<file path="src/rtl/dca_matrix_lsu_dispatch_pkg.sv">
// -----------------------------------------------------------------------------
// dca_matrix_lsu_dispatch_pkg
//   Shared definitions for the DCA matrix LSU instruction dispatcher:
//   FSM state encoding, inst FIFO word field offsets, width helpers and
//   error-flag bit indices (the error flags exist only when the dispatcher is
//   built with DCA_MATRIX_LSU_DISPATCH_ERROR_EN defined).
// -----------------------------------------------------------------------------
package dca_matrix_lsu_dispatch_pkg;

    // Dispatcher FSM states
    localparam logic [1:0] ST_FETCH      = 2'd0;
    localparam logic [1:0] ST_ISSUE      = 2'd1;
    localparam logic [1:0] ST_FENCE_WAIT = 2'd2;
    localparam logic [1:0] ST_CLEAR_WAIT = 2'd3;

    // Sticky error flag bit positions
    localparam int ERR_FINISH_AT_ZERO   = 0;
    localparam int ERR_BAD_CH           = 1;
    localparam int ERR_WREADY_NO_WVALID = 2;
    localparam int NUM_ERR              = 3;

    // Channel index width; at least one bit even for a single channel
    function automatic int calc_bw_ch(input int num_channel);
        return (num_channel <= 1) ? 1 : $clog2(num_channel);
    endfunction

    // Counter width able to hold 0..max_outstanding
    function automatic int calc_bw_cnt(input int max_outstanding);
        return $clog2(max_outstanding + 1);
    endfunction

    // Inst FIFO word layout: {fence, ch_idx, payload}
    function automatic int ch_lsb(input int bw_lsu_inst);
        return bw_lsu_inst;
    endfunction

    function automatic int fence_bit(input int bw_lsu_inst, input int bw_ch);
        return bw_lsu_inst + bw_ch;
    endfunction

endpackage

</file>
<file path="src/rtl/dca_matrix_lsu_outstanding_counter.sv">
// -----------------------------------------------------------------------------
// dca_matrix_lsu_outstanding_counter
//   Per-channel count of issued-but-not-executed LSU instructions.
//   Ports:
//     clk, rstnn  : clock, synchronous active-low reset
//     inc         : instruction handshake on this channel
//     dec         : execute_finish pulse from this channel's LSU
//     count       : current outstanding count
//     full        : count == MAX_OUTSTANDING
//     zero        : count == 0
// -----------------------------------------------------------------------------
module dca_matrix_lsu_outstanding_counter #(
    parameter int MAX_OUTSTANDING = 4,
    parameter int BW_CNT          = 3
) (
    input  logic              clk,
    input  logic              rstnn,
    input  logic              inc,
    input  logic              dec,
    output logic [BW_CNT-1:0] count,
    output logic              full,
    output logic              zero
);

    localparam logic [BW_CNT-1:0] MAX_CNT = BW_CNT'(MAX_OUTSTANDING);

    logic inc_eff;
    logic dec_eff;

    // A finish with nothing outstanding is spurious and ignored; an increment
    // at the ceiling cannot be produced by the dispatcher but is blocked anyway.
    assign dec_eff = dec && !zero;
    assign inc_eff = inc && !full;

    assign full = (count == MAX_CNT);
    assign zero = (count == '0);

    always_ff @(posedge clk) begin
        if (!rstnn) begin
            count <= '0;
        end else if (inc_eff && !dec_eff) begin
            count <= count + 1'b1;
        end else if (dec_eff && !inc_eff) begin
            count <= count - 1'b1;
        end
    end

endmodule

</file>
<file path="src/rtl/dca_matrix_lsu_inst_dispatcher.sv">
// -----------------------------------------------------------------------------
// dca_matrix_lsu_inst_dispatcher
//   Pops tagged instructions {fence, ch_idx, payload} from the control inst
//   FIFO and routes the payload to the addressed LSU. Tracks outstanding
//   instructions per channel and implements fence retirement and
//   drain-on-clear.
//   Ports:
//     clk, rstnn                         : clock, synchronous active-low reset
//     control_rmx_inst_fifo_rready/rdata : FIFO head valid / head word
//     control_rmx_inst_fifo_rrequest     : pop head this cycle
//     control_rmx_operation_finish       : one-cycle pulse per retired fence
//     control_rmx_clear_request          : level drain request
//     control_rmx_clear_finish           : one-cycle pulse when drained
//     lsu_inst_wvalid/wdata/wready       : per-channel instruction handshake
//     lsu_inst_execute_finish            : per-channel completion pulses
//     lsu_busy                           : per-channel LSU busy
//     outstanding                        : per-channel counters, packed
//     all_idle                           : counters 0, no busy, in FETCH
//     error_flags (optional)             : sticky {wready w/o wvalid,
//                                          bad ch_idx, finish at zero}
//   Build option: define DCA_MATRIX_LSU_DISPATCH_ERROR_EN to add error_flags.
// -----------------------------------------------------------------------------
module dca_matrix_lsu_inst_dispatcher
    import dca_matrix_lsu_dispatch_pkg::*;
#(
    parameter  int NUM_CHANNEL     = 3,
    parameter  int BW_LSU_INST     = 64,
    parameter  int MAX_OUTSTANDING = 4,
    localparam int BW_CH           = calc_bw_ch(NUM_CHANNEL),
    localparam int BW_CNT          = calc_bw_cnt(MAX_OUTSTANDING),
    localparam int BW_INST         = BW_LSU_INST + BW_CH + 1
) (
    input  logic                               clk,
    input  logic                               rstnn,
    input  logic                               control_rmx_inst_fifo_rready,
    input  logic [BW_INST-1:0]                 control_rmx_inst_fifo_rdata,
    output logic                               control_rmx_inst_fifo_rrequest,
    output logic                               control_rmx_operation_finish,
    input  logic                               control_rmx_clear_request,
    output logic                               control_rmx_clear_finish,
    output logic [NUM_CHANNEL-1:0]             lsu_inst_wvalid,
    output logic [NUM_CHANNEL*BW_LSU_INST-1:0] lsu_inst_wdata,
    input  logic [NUM_CHANNEL-1:0]             lsu_inst_wready,
    input  logic [NUM_CHANNEL-1:0]             lsu_inst_execute_finish,
    input  logic [NUM_CHANNEL-1:0]             lsu_busy,
    output logic [NUM_CHANNEL*BW_CNT-1:0]      outstanding,
    output logic                               all_idle
`ifdef DCA_MATRIX_LSU_DISPATCH_ERROR_EN
    ,
    output logic [NUM_ERR-1:0]                 error_flags
`endif
);

    localparam int             FENCE_BIT = fence_bit(BW_LSU_INST, BW_CH);
    localparam int             CH_LSB    = ch_lsb(BW_LSU_INST);
    localparam logic [BW_CH:0] NUM_CH_W  = (BW_CH+1)'(NUM_CHANNEL);

    logic [1:0]             state_q;
    logic [1:0]             state_d;
    logic [BW_LSU_INST-1:0] issue_payload_p1;
    logic [BW_CH-1:0]       issue_ch_p1;
    logic                   op_finish_q;

    logic                   head_fence;
    logic [BW_CH-1:0]       head_ch;
    logic [BW_LSU_INST-1:0] head_payload;
    logic                   head_ch_ok;
    logic                   head_ch_full;

    logic                   latch_head;
    logic                   fence_retire;
    logic                   bad_drop;
    logic                   cnt_idle;

    logic [NUM_CHANNEL-1:0] inc_vec;
    logic [NUM_CHANNEL-1:0] full_vec;
    logic [NUM_CHANNEL-1:0] zero_vec;
    logic [BW_CNT-1:0]      count_arr [NUM_CHANNEL];

    assign head_fence   = control_rmx_inst_fifo_rdata[FENCE_BIT];
    assign head_ch      = control_rmx_inst_fifo_rdata[CH_LSB +: BW_CH];
    assign head_payload = control_rmx_inst_fifo_rdata[BW_LSU_INST-1:0];
    assign head_ch_ok   = ({1'b0, head_ch} < NUM_CH_W);

    // Fences and clears wait for every channel to drain and every LSU to idle
    assign cnt_idle = (&zero_vec) && !(|lsu_busy);
    assign all_idle = cnt_idle && (state_q == ST_FETCH);

    always_comb begin
        head_ch_full = 1'b0;
        for (int c = 0; c < NUM_CHANNEL; c++) begin
            if (head_ch == BW_CH'(c)) head_ch_full = full_vec[c];
        end
    end

    // Exactly one wvalid bit while in ISSUE; idle slices read as zero
    always_comb begin
        lsu_inst_wvalid = '0;
        lsu_inst_wdata  = '0;
        for (int c = 0; c < NUM_CHANNEL; c++) begin
            if ((state_q == ST_ISSUE) && (issue_ch_p1 == BW_CH'(c))) begin
                lsu_inst_wvalid[c]                          = 1'b1;
                lsu_inst_wdata[c*BW_LSU_INST +: BW_LSU_INST] = issue_payload_p1;
            end
        end
    end

    assign inc_vec = lsu_inst_wvalid & lsu_inst_wready;

    always_comb begin
        state_d                        = state_q;
        control_rmx_inst_fifo_rrequest = 1'b0;
        control_rmx_clear_finish       = 1'b0;
        latch_head                     = 1'b0;
        fence_retire                   = 1'b0;
        bad_drop                       = 1'b0;
        case (state_q)
            ST_FETCH: begin
                if (control_rmx_clear_request) begin
                    state_d = ST_CLEAR_WAIT;
                end else if (control_rmx_inst_fifo_rready) begin
                    if (head_fence) begin
                        if (cnt_idle) begin
                            control_rmx_inst_fifo_rrequest = 1'b1;
                            fence_retire                   = 1'b1;
                        end else begin
                            state_d = ST_FENCE_WAIT;
                        end
                    end else if (!head_ch_ok) begin
                        control_rmx_inst_fifo_rrequest = 1'b1;
                        bad_drop                       = 1'b1;
                    end else if (!head_ch_full) begin
                        control_rmx_inst_fifo_rrequest = 1'b1;
                        latch_head                     = 1'b1;
                        state_d                        = ST_ISSUE;
                    end
                end
            end
            ST_ISSUE: begin
                if (|inc_vec) state_d = ST_FETCH;
            end
            ST_FENCE_WAIT: begin
                // The fence is still the FIFO head, so it is popped here
                if (cnt_idle) begin
                    control_rmx_inst_fifo_rrequest = 1'b1;
                    fence_retire                   = 1'b1;
                    state_d                        = ST_FETCH;
                end
            end
            default: begin
                if (cnt_idle) begin
                    control_rmx_clear_finish = 1'b1;
                    state_d                  = ST_FETCH;
                end
            end
        endcase
    end

    // ---- stage p0 -> p1: FIFO head captured for the ISSUE cycle ----
    always_ff @(posedge clk) begin
        if (!rstnn) begin
            state_q     <= ST_FETCH;
            op_finish_q <= 1'b0;
        end else begin
            state_q     <= state_d;
            op_finish_q <= fence_retire;
        end
    end

    always_ff @(posedge clk) begin
        if (latch_head) begin
            issue_payload_p1 <= head_payload;
            issue_ch_p1      <= head_ch;
        end
    end

    assign control_rmx_operation_finish = op_finish_q;

    for (genvar c = 0; c < NUM_CHANNEL; c++) begin : g_ch
        dca_matrix_lsu_outstanding_counter #(
            .MAX_OUTSTANDING(MAX_OUTSTANDING),
            .BW_CNT         (BW_CNT)
        ) u_cnt (
            .clk  (clk),
            .rstnn(rstnn),
            .inc  (inc_vec[c]),
            .dec  (lsu_inst_execute_finish[c]),
            .count(count_arr[c]),
            .full (full_vec[c]),
            .zero (zero_vec[c])
        );
        assign outstanding[c*BW_CNT +: BW_CNT] = count_arr[c];
    end

`ifdef DCA_MATRIX_LSU_DISPATCH_ERROR_EN
    always_ff @(posedge clk) begin
        if (!rstnn) begin
            error_flags <= '0;
        end else begin
            if (|(lsu_inst_execute_finish & zero_vec))
                error_flags[ERR_FINISH_AT_ZERO] <= 1'b1;
            if (bad_drop)
                error_flags[ERR_BAD_CH] <= 1'b1;
            if (|(lsu_inst_wready & ~lsu_inst_wvalid))
                error_flags[ERR_WREADY_NO_WVALID] <= 1'b1;
        end
    end
`endif

endmodule

</file>
<file path="config.mk">
export PLATFORM = sky130hd
export DESIGN_NAME = dca_matrix_lsu_inst_dispatcher
export DESIGN_NICKNAME = d
export VERILOG_FILES = /design/src/rtl/dca_matrix_lsu_dispatch_pkg.sv /design/src/rtl/dca_matrix_lsu_outstanding_counter.sv /design/src/rtl/dca_matrix_lsu_inst_dispatcher.sv
export SDC_FILE = /design/constraint.sdc
export NUM_CORES = 1
export LEC_CHECK = 0
export ABC_CLOCK_PERIOD_IN_PS = 5500
export CAP_MARGIN = 20
export CORE_MARGIN = 2
export CORE_UTILIZATION = 25
export DETAILED_ROUTE_END_ITERATION = 6
export SLEW_MARGIN = 5
export SYNTH_ARGS = -nofsm -noshare
export SYNTH_HDL_FRONTEND = slang
export SYNTH_SLANG_ARGS = --single-unit
</file>
<file path="constraint.sdc">
create_clock -name clk -period 5.5 [get_ports clk]
set_clock_uncertainty 0.1 [all_clocks]
set_input_delay 1.375 -clock clk [delete_from_list [all_inputs] [get_ports clk]]
set_output_delay 1.375 -clock clk [all_outputs]
set_load 0.01 [all_outputs]
</file>
Yosys cells after proc, flatten, opt, wreduce, memory -nomap -nowiden --
Cells that the tools add are included.
Cells by class: equal/unequal tests 14, reductions and logical operators 45, magnitude comparators 1, bitwise logic cells 1, $add $sub $neg 6, mux-type cells 41
Operator list (count):
- $mux W64 | 3
- $mux W1 | 21
- $mux W3 | 6
- $logic_and A1 B1 Y1 | 17
- $mux W2 | 8
- $logic_not A1 Y1 | 13
- $ne A4 B4 Y1 const B | 3
- $add A3 B1 Y3 const B | 3
- $eq A3 B3 Y1 const B | 3
- $logic_not A3 Y1 | 3
- $reduce_or A3 Y1 | 3
- $sub A3 B1 Y3 const B | 3
- $eq A2 B1 Y1 const B | 3
- $eq A2 B2 Y1 const B | 3
- $logic_not A2 Y1 | 3
- $reduce_and A6 Y1 | 1
- $reduce_bool A2 Y1 | 3
- $pmux W1 S2 | 2
- $pmux W2 S2 | 1
- $and A3 B3 Y3 | 1
- $ne A3 B3 Y1 const B | 1
- $reduce_and A3 Y1 | 1
- $reduce_bool A3 Y1 | 1
- $lt A2 B2 Y1 const B | 1
- $ne A2 B1 Y1 const B | 1
Storage, ports and cells: register bits after elaboration 78, output and inout port bits 208

Logic depth before layout (Yosys ltp) --
Gate-level depths: netlist (run 1).
depth after elaboration 10, gate-level depth with buffers 11, gate-level depth less buffers 10

Hierarchy --
From an unflattened synthesis (run 1), not the netlist that was laid out.
Unflattened totals: cell total of the unflattened synthesis 377, area, all modules 4160.2 um^2
By module, submodules not included:
- dca_matrix_lsu_inst_dispatcher | instances 1, area each 3619.7 um^2, seq. area each 2042.0 um^2, cells an instance 323
- dca_matrix_lsu_outstanding_counter | instances 3, area each 180.2 um^2, seq. area each 60.1 um^2, cells an instance 18

Least setup slack after synthesis (run 1) --
OpenSTA, ideal clock, no wires.
path kind input port to flip-flop, start point in control_rmx_inst_fifo_rdata[66], end point reg issue_ch_p1[0], enable pin, buffers on the path 0, setup slack -0.186 ns, arrival time 5.074 ns, setup time 0.512 ns, stages on the path 3, cells stage by stage nor4_1 > o211ai_1 > a21oi_1
On the way: cells in the longest elaborated chain, start to end 4
RTL lines:
- start: declaration | line dca_matrix_lsu_inst_dispatcher.sv:36 | input logic [BW_INST-1:0] control_rmx_inst_fifo_rdata,
- $mux W1 | line dca_matrix_lsu_inst_dispatcher.sv:122 | if (head_fence) begin
- $mux W1 | line dca_matrix_lsu_inst_dispatcher.sv:121 | end else if (control_rmx_inst_fifo_rready) begin
- $mux W1 | line dca_matrix_lsu_inst_dispatcher.sv:119 | if (control_rmx_clear_request) begin
- $mux W1 | line dca_matrix_lsu_inst_dispatcher.sv:117 | case (state_q)
- net latch_head | line dca_matrix_lsu_inst_dispatcher.sv:70 | logic latch_head;
- end signal: assignment | line dca_matrix_lsu_inst_dispatcher.sv:173 | issue_ch_p1 <= head_ch;
- end: declaration | line dca_matrix_lsu_inst_dispatcher.sv:61 | logic [BW_CH-1:0] issue_ch_p1;
The timed path passes the listed nets, and every way through them passes these cells. A chain may end at the register's enable or synchronous reset.

Worst setup path after layout (run 1) --
start point in control_rmx_inst_fifo_rdata[64], end point out control_rmx_inst_fifo_rrequest
On the way: cells in the longest elaborated chain, start to end 10, elaborated cells between the ends (all ways) 13, classes of those cells order compare: 1; eq/ne: 2; mux: 9; reduce/logical: 1
RTL lines:
- $logic_not A2 Y1 | line dca_matrix_lsu_inst_dispatcher.sv:92 | if (head_ch == BW_CH'(c)) head_ch_full = full_vec[c];
- $mux W1 (3 in series) | line dca_matrix_lsu_inst_dispatcher.sv:92
- $mux W1 | line dca_matrix_lsu_inst_dispatcher.sv:132 | end else if (!head_ch_full) begin
- $mux W1 (*) | line dca_matrix_lsu_inst_dispatcher.sv:129 | end else if (!head_ch_ok) begin
- $mux W1 (*) | line dca_matrix_lsu_inst_dispatcher.sv:122
- $mux W1 (*) | line dca_matrix_lsu_inst_dispatcher.sv:121
- $mux W1 (*) | line dca_matrix_lsu_inst_dispatcher.sv:119
- $pmux W1 S2 (*) | line dca_matrix_lsu_inst_dispatcher.sv:117
- end: declaration | line dca_matrix_lsu_inst_dispatcher.sv:37 | output logic control_rmx_inst_fifo_rrequest,
Every way passes the cells marked *; elsewhere a longest branch is shown, timed or not.

==> results of run 1 <==
worst register-to-register path, delay by kind of cell (launching register included):
kind	cells	cell delay (ns)
flip-flops	1	0.54
adder cells (fa/ha/maj)	2	0.56
AO/OA/AOI/OAI	1	0.16
AND/OR/NAND/NOR	4	1.06
buffers and inverters	2	0.37
XOR/XNOR	1	0.17
metrics by stage:
| stage | cell area (sq um) | utilization, % | worst slack (ns) | hold slack, ns | instances |
|---|---|---|---|---|---|
| after CTS | 7560 | 47.3 | 0.555 | 0.459 | 882 |
| after floorplan | 4130 | - | 1.29 | 0.428 | 377 |
| after detailed placement | 7270 | 45.4 | 0.577 | 0.448 | 866 |
| final | 7560 | 47.3 | 0.568 | 0.456 | 882 |
| after global placement | 7270 | 45.4 | 0.574 | 0.405 | 866 |
| after global routing | 7560 | 47.3 | 0.407 | 0.489 | 882 |
flip-flops by register name, summed over array words and instances, names as in the netlist:
register,cells
control_rmx_operation_finish,1
state_q,2
issue_ch_p1,2
issue_payload_p1,64
g_ch.u_cnt.count,9
how the worst max path moves through the flow:
stage | to | slack (ns) | cells past startpoint
3_5_place_dp | control_rmx_inst_fifo_rrequest | 0.58 | 5
2_1_floorplan | issue_ch_p1[0] | 1.29 | 3
3_3_place_gp | control_rmx_inst_fifo_rrequest | 0.57 | 5
4_1_cts | control_rmx_inst_fifo_rrequest | 0.55 | 6
6_report | control_rmx_inst_fifo_rrequest | 0.57 | 6
5_1_grt | control_rmx_inst_fifo_rrequest | 0.41 | 6
placed cells by master, fill, tap and decap left out, types with 2 or more instances in the layout:
cell type | netlist | routed
nand2b_1 | 2 | 2
inv_1 | 6 | 6
and2_1 | 192 | 192
nor3b_2 | 0 | 2
nor2_1 | 11 | 11
o21ai_0 | 3 | 3
xor2_1 | 6 | 6
a31oi_1 | 3 | 3
a21boi_0 | 3 | 3
or3_4 | 2 | 2
buf_4 | 0 | 8
mux2i_1 | 5 | 5
clkbuf_16 | 0 | 9
inv_6 | 0 | 2
o211ai_1 | 2 | 2
edfxtp_1 | 66 | 66
or3_1 | 4 | 4
and3_1 | 3 | 3
ha_1 | 3 | 3
dfxtp_1 | 12 | 12
fa_1 | 3 | 3
clkdlybuf4s50_1 | 0 | 287
nand2_1 | 9 | 9
power by group:
part / internal (mW) / switching [mW]
registers: 0.676 / 0.0405
clock network: 0.353 / 0.246
logic: 0.211 / 0.154
cells by family (layout without fill, tap and decap cells):
group	Yosys count	count (layout)
mux	5	5
fa+ha+maj	6	6
compound gates	18	18
flops	78	78
buf+inv	28	317
simple gates	236	236
xor+xnor	6	6
final cells by class:
| type | instances | area (sq um) |
|---|---|---|
| inverter | 6 | 22.5 |
| multi-input combinational | 271 | 1820 |
| tap | 216 | 270 |
| sequential | 78 | 2220 |
| clock inverter | 7 | 72.6 |
| timing repair buffer | 295 | 2930 |
| clock buffer | 9 | 225 |
| fill | 1513 | 8440 |
metal layers:
| metal | vias up | GRT usage [%] | part of all wire, % |
|---|---|---|---|
| met5 | - | 0 | 0 |
| met4 | 0 | 4.24 | 1.3 |
| met3 | 11 | 5.50 | 7.0 |
| met2 | 149 | 29.7 | 52 |
| met1 | 1745 | 18.3 | 40 |
| li1 | 1815 | - | - |
cells in the mapped netlist, drive strengths merged:
cell type,n
and2,192
o21a,1
or3b,1
o41ai,1
nand2,9
a21oi,1
nor3,2
edfxtp,66
o211ai,2
xor2,6
buf,1
inv,6
o31ai,1
nor4b,2
and3,3
nand2b,2
fa,3
o311ai,1
nand4b,1
a21boi,3
mux2i,5
or3,7
a311oi,1
o2111ai,1
ha,3
o21ai,3
dfxtp,12
a31oi,3
clkbuf,21
nor3b,3
nand3b,1
nor2,11
or4,1
nor4,1
==> metrics, run 1 <==
syn avg cell area=10.9 sq um; worst-path maximum fanout=7; CTS Buf Count=9; GR Overflow Total=0; Top Ports=288; initial drt markers=90; diodes inserted=0; Tcrit/Tclk final=89.7%; status=finished clean; Via density=4.22; die height=132 um; register bit count reported by yosys=78; Power Density=222 mW/mm^2; cts hold-fix bufs=0; simple-gate share of the synthesized area=35.5%; nets@finish=747; Max-slew headroom=62.2%; Synth Area in XOR/XNOR=1.28%; CP max stage cell=clkdlybuf4s50_1; required time of the critical path=4.03 ns; Tot Pwr=1.68 mW; Crit path top cell by count=clkdlybuf4s50_1; CTS tree=yes; P&R area growth vs syn=83.5%; deepest clock path buffer count=2; Synth Area in Compound Gates=3.19%; Setup violations, final=0; post-CTS resize count=0; Post-Synth Adder-Cell Area=2.37%; Peak supply drop=0.000133 V; Leak Pwr=2.72 nW; Synth Instances=377; largest area contributor in the netlist=edfxtp_1; critical path arrival=3.46 ns; # rows=46; CP delay by family, top=buffers and inverters; flop2flop setup slack=2.47 ns; synth top area cells=edfxtp_1 48%, and2_1 29%, dfxtp_1 5.8%; syn_nets=463; average wire per cell in the routed design=16.6 um; die width=132 um; Reg-to-Reg Start=state_q[0]; Ys Warns=0; Fin Setup TNS=0 ns; Skew-Pair Late Insertion Delay=0.34 ns; crit-path cells=clkdlybuf4s50_1 > nor4b_1 > a311oi_1 > o211ai_1 > o31ai_2 > clkdlybuf4s50_1; core footprint=0.0160 sq mm; vias=3720; CP Launch Type=input port; largest net degree at the start of global routing=42; Tmin final=4.93 ns; Initial Util=25.8%; unique cell type count in the Yosys netlist=37; Clock Pin Slew Worst Setup and Hold Paths=0.06 ns; share of the synthesized area in the top cell type=48.1%; clk sinks=78; global-route wire length before repair=22000 um; number of global-route vias before repair=3757; hpwl dp=11200 um; htree depth=3; largest family of logic cells by synthesized area=simple AND/OR/NAND/NOR gates; Hold Path End=g_ch[2].u_cnt.count[2]; RSZ-0062 raised after global routing=no; Setup crit end kind=output pin; Residual DRC=0; RR Endpoint=g_ch[1].u_cnt.count[2]; routed wire length=14700 um; Hold Crit Start=g_ch[2].u_cnt.count[2]; CP peak stage delay=0.56 ns; mux cell area share after synthesis=1.21%; source of the critical timing path=control_rmx_inst_fifo_rdata[64]; antenna-violating nets left=0; Max Cap Viol=0; Hold Fails Final Rpt=0; Post-CTS Setup Inserts=0; port buffer count=287; All-Layer GR Usage=16.4%; crit path kind=input port to output pin; worst r2r path cells=10; Crit path buffers/inverters=2; share of the yosys chip area belonging to registers=53.9%; Die Area=0.0175 sq mm; TritonRoute pass-1 iters=4; HP Class=register to register; Max Fclk=203 MHz; max-slew violation count=0; WHS Path Cells=2; Worst-Margin Slew=0.566 ns; Synth Cell Area=0.00412 sq mm; initial antenna violation count=0; Root Driver=clkbuf_16; GP Congestion=0.789; layout cells sized above 1=4.95%
No activity file was read; power rests on OpenSTA's default activity.
==> run 2: changes to the inputs <==
CTS_CLUSTER_SIZE = 24   (was default)
HOLD_SLACK_MARGIN = 0.15   (was default)
==> results of run 2 <==
The final DEF is identical to that of run 1; final timing and power are the same.
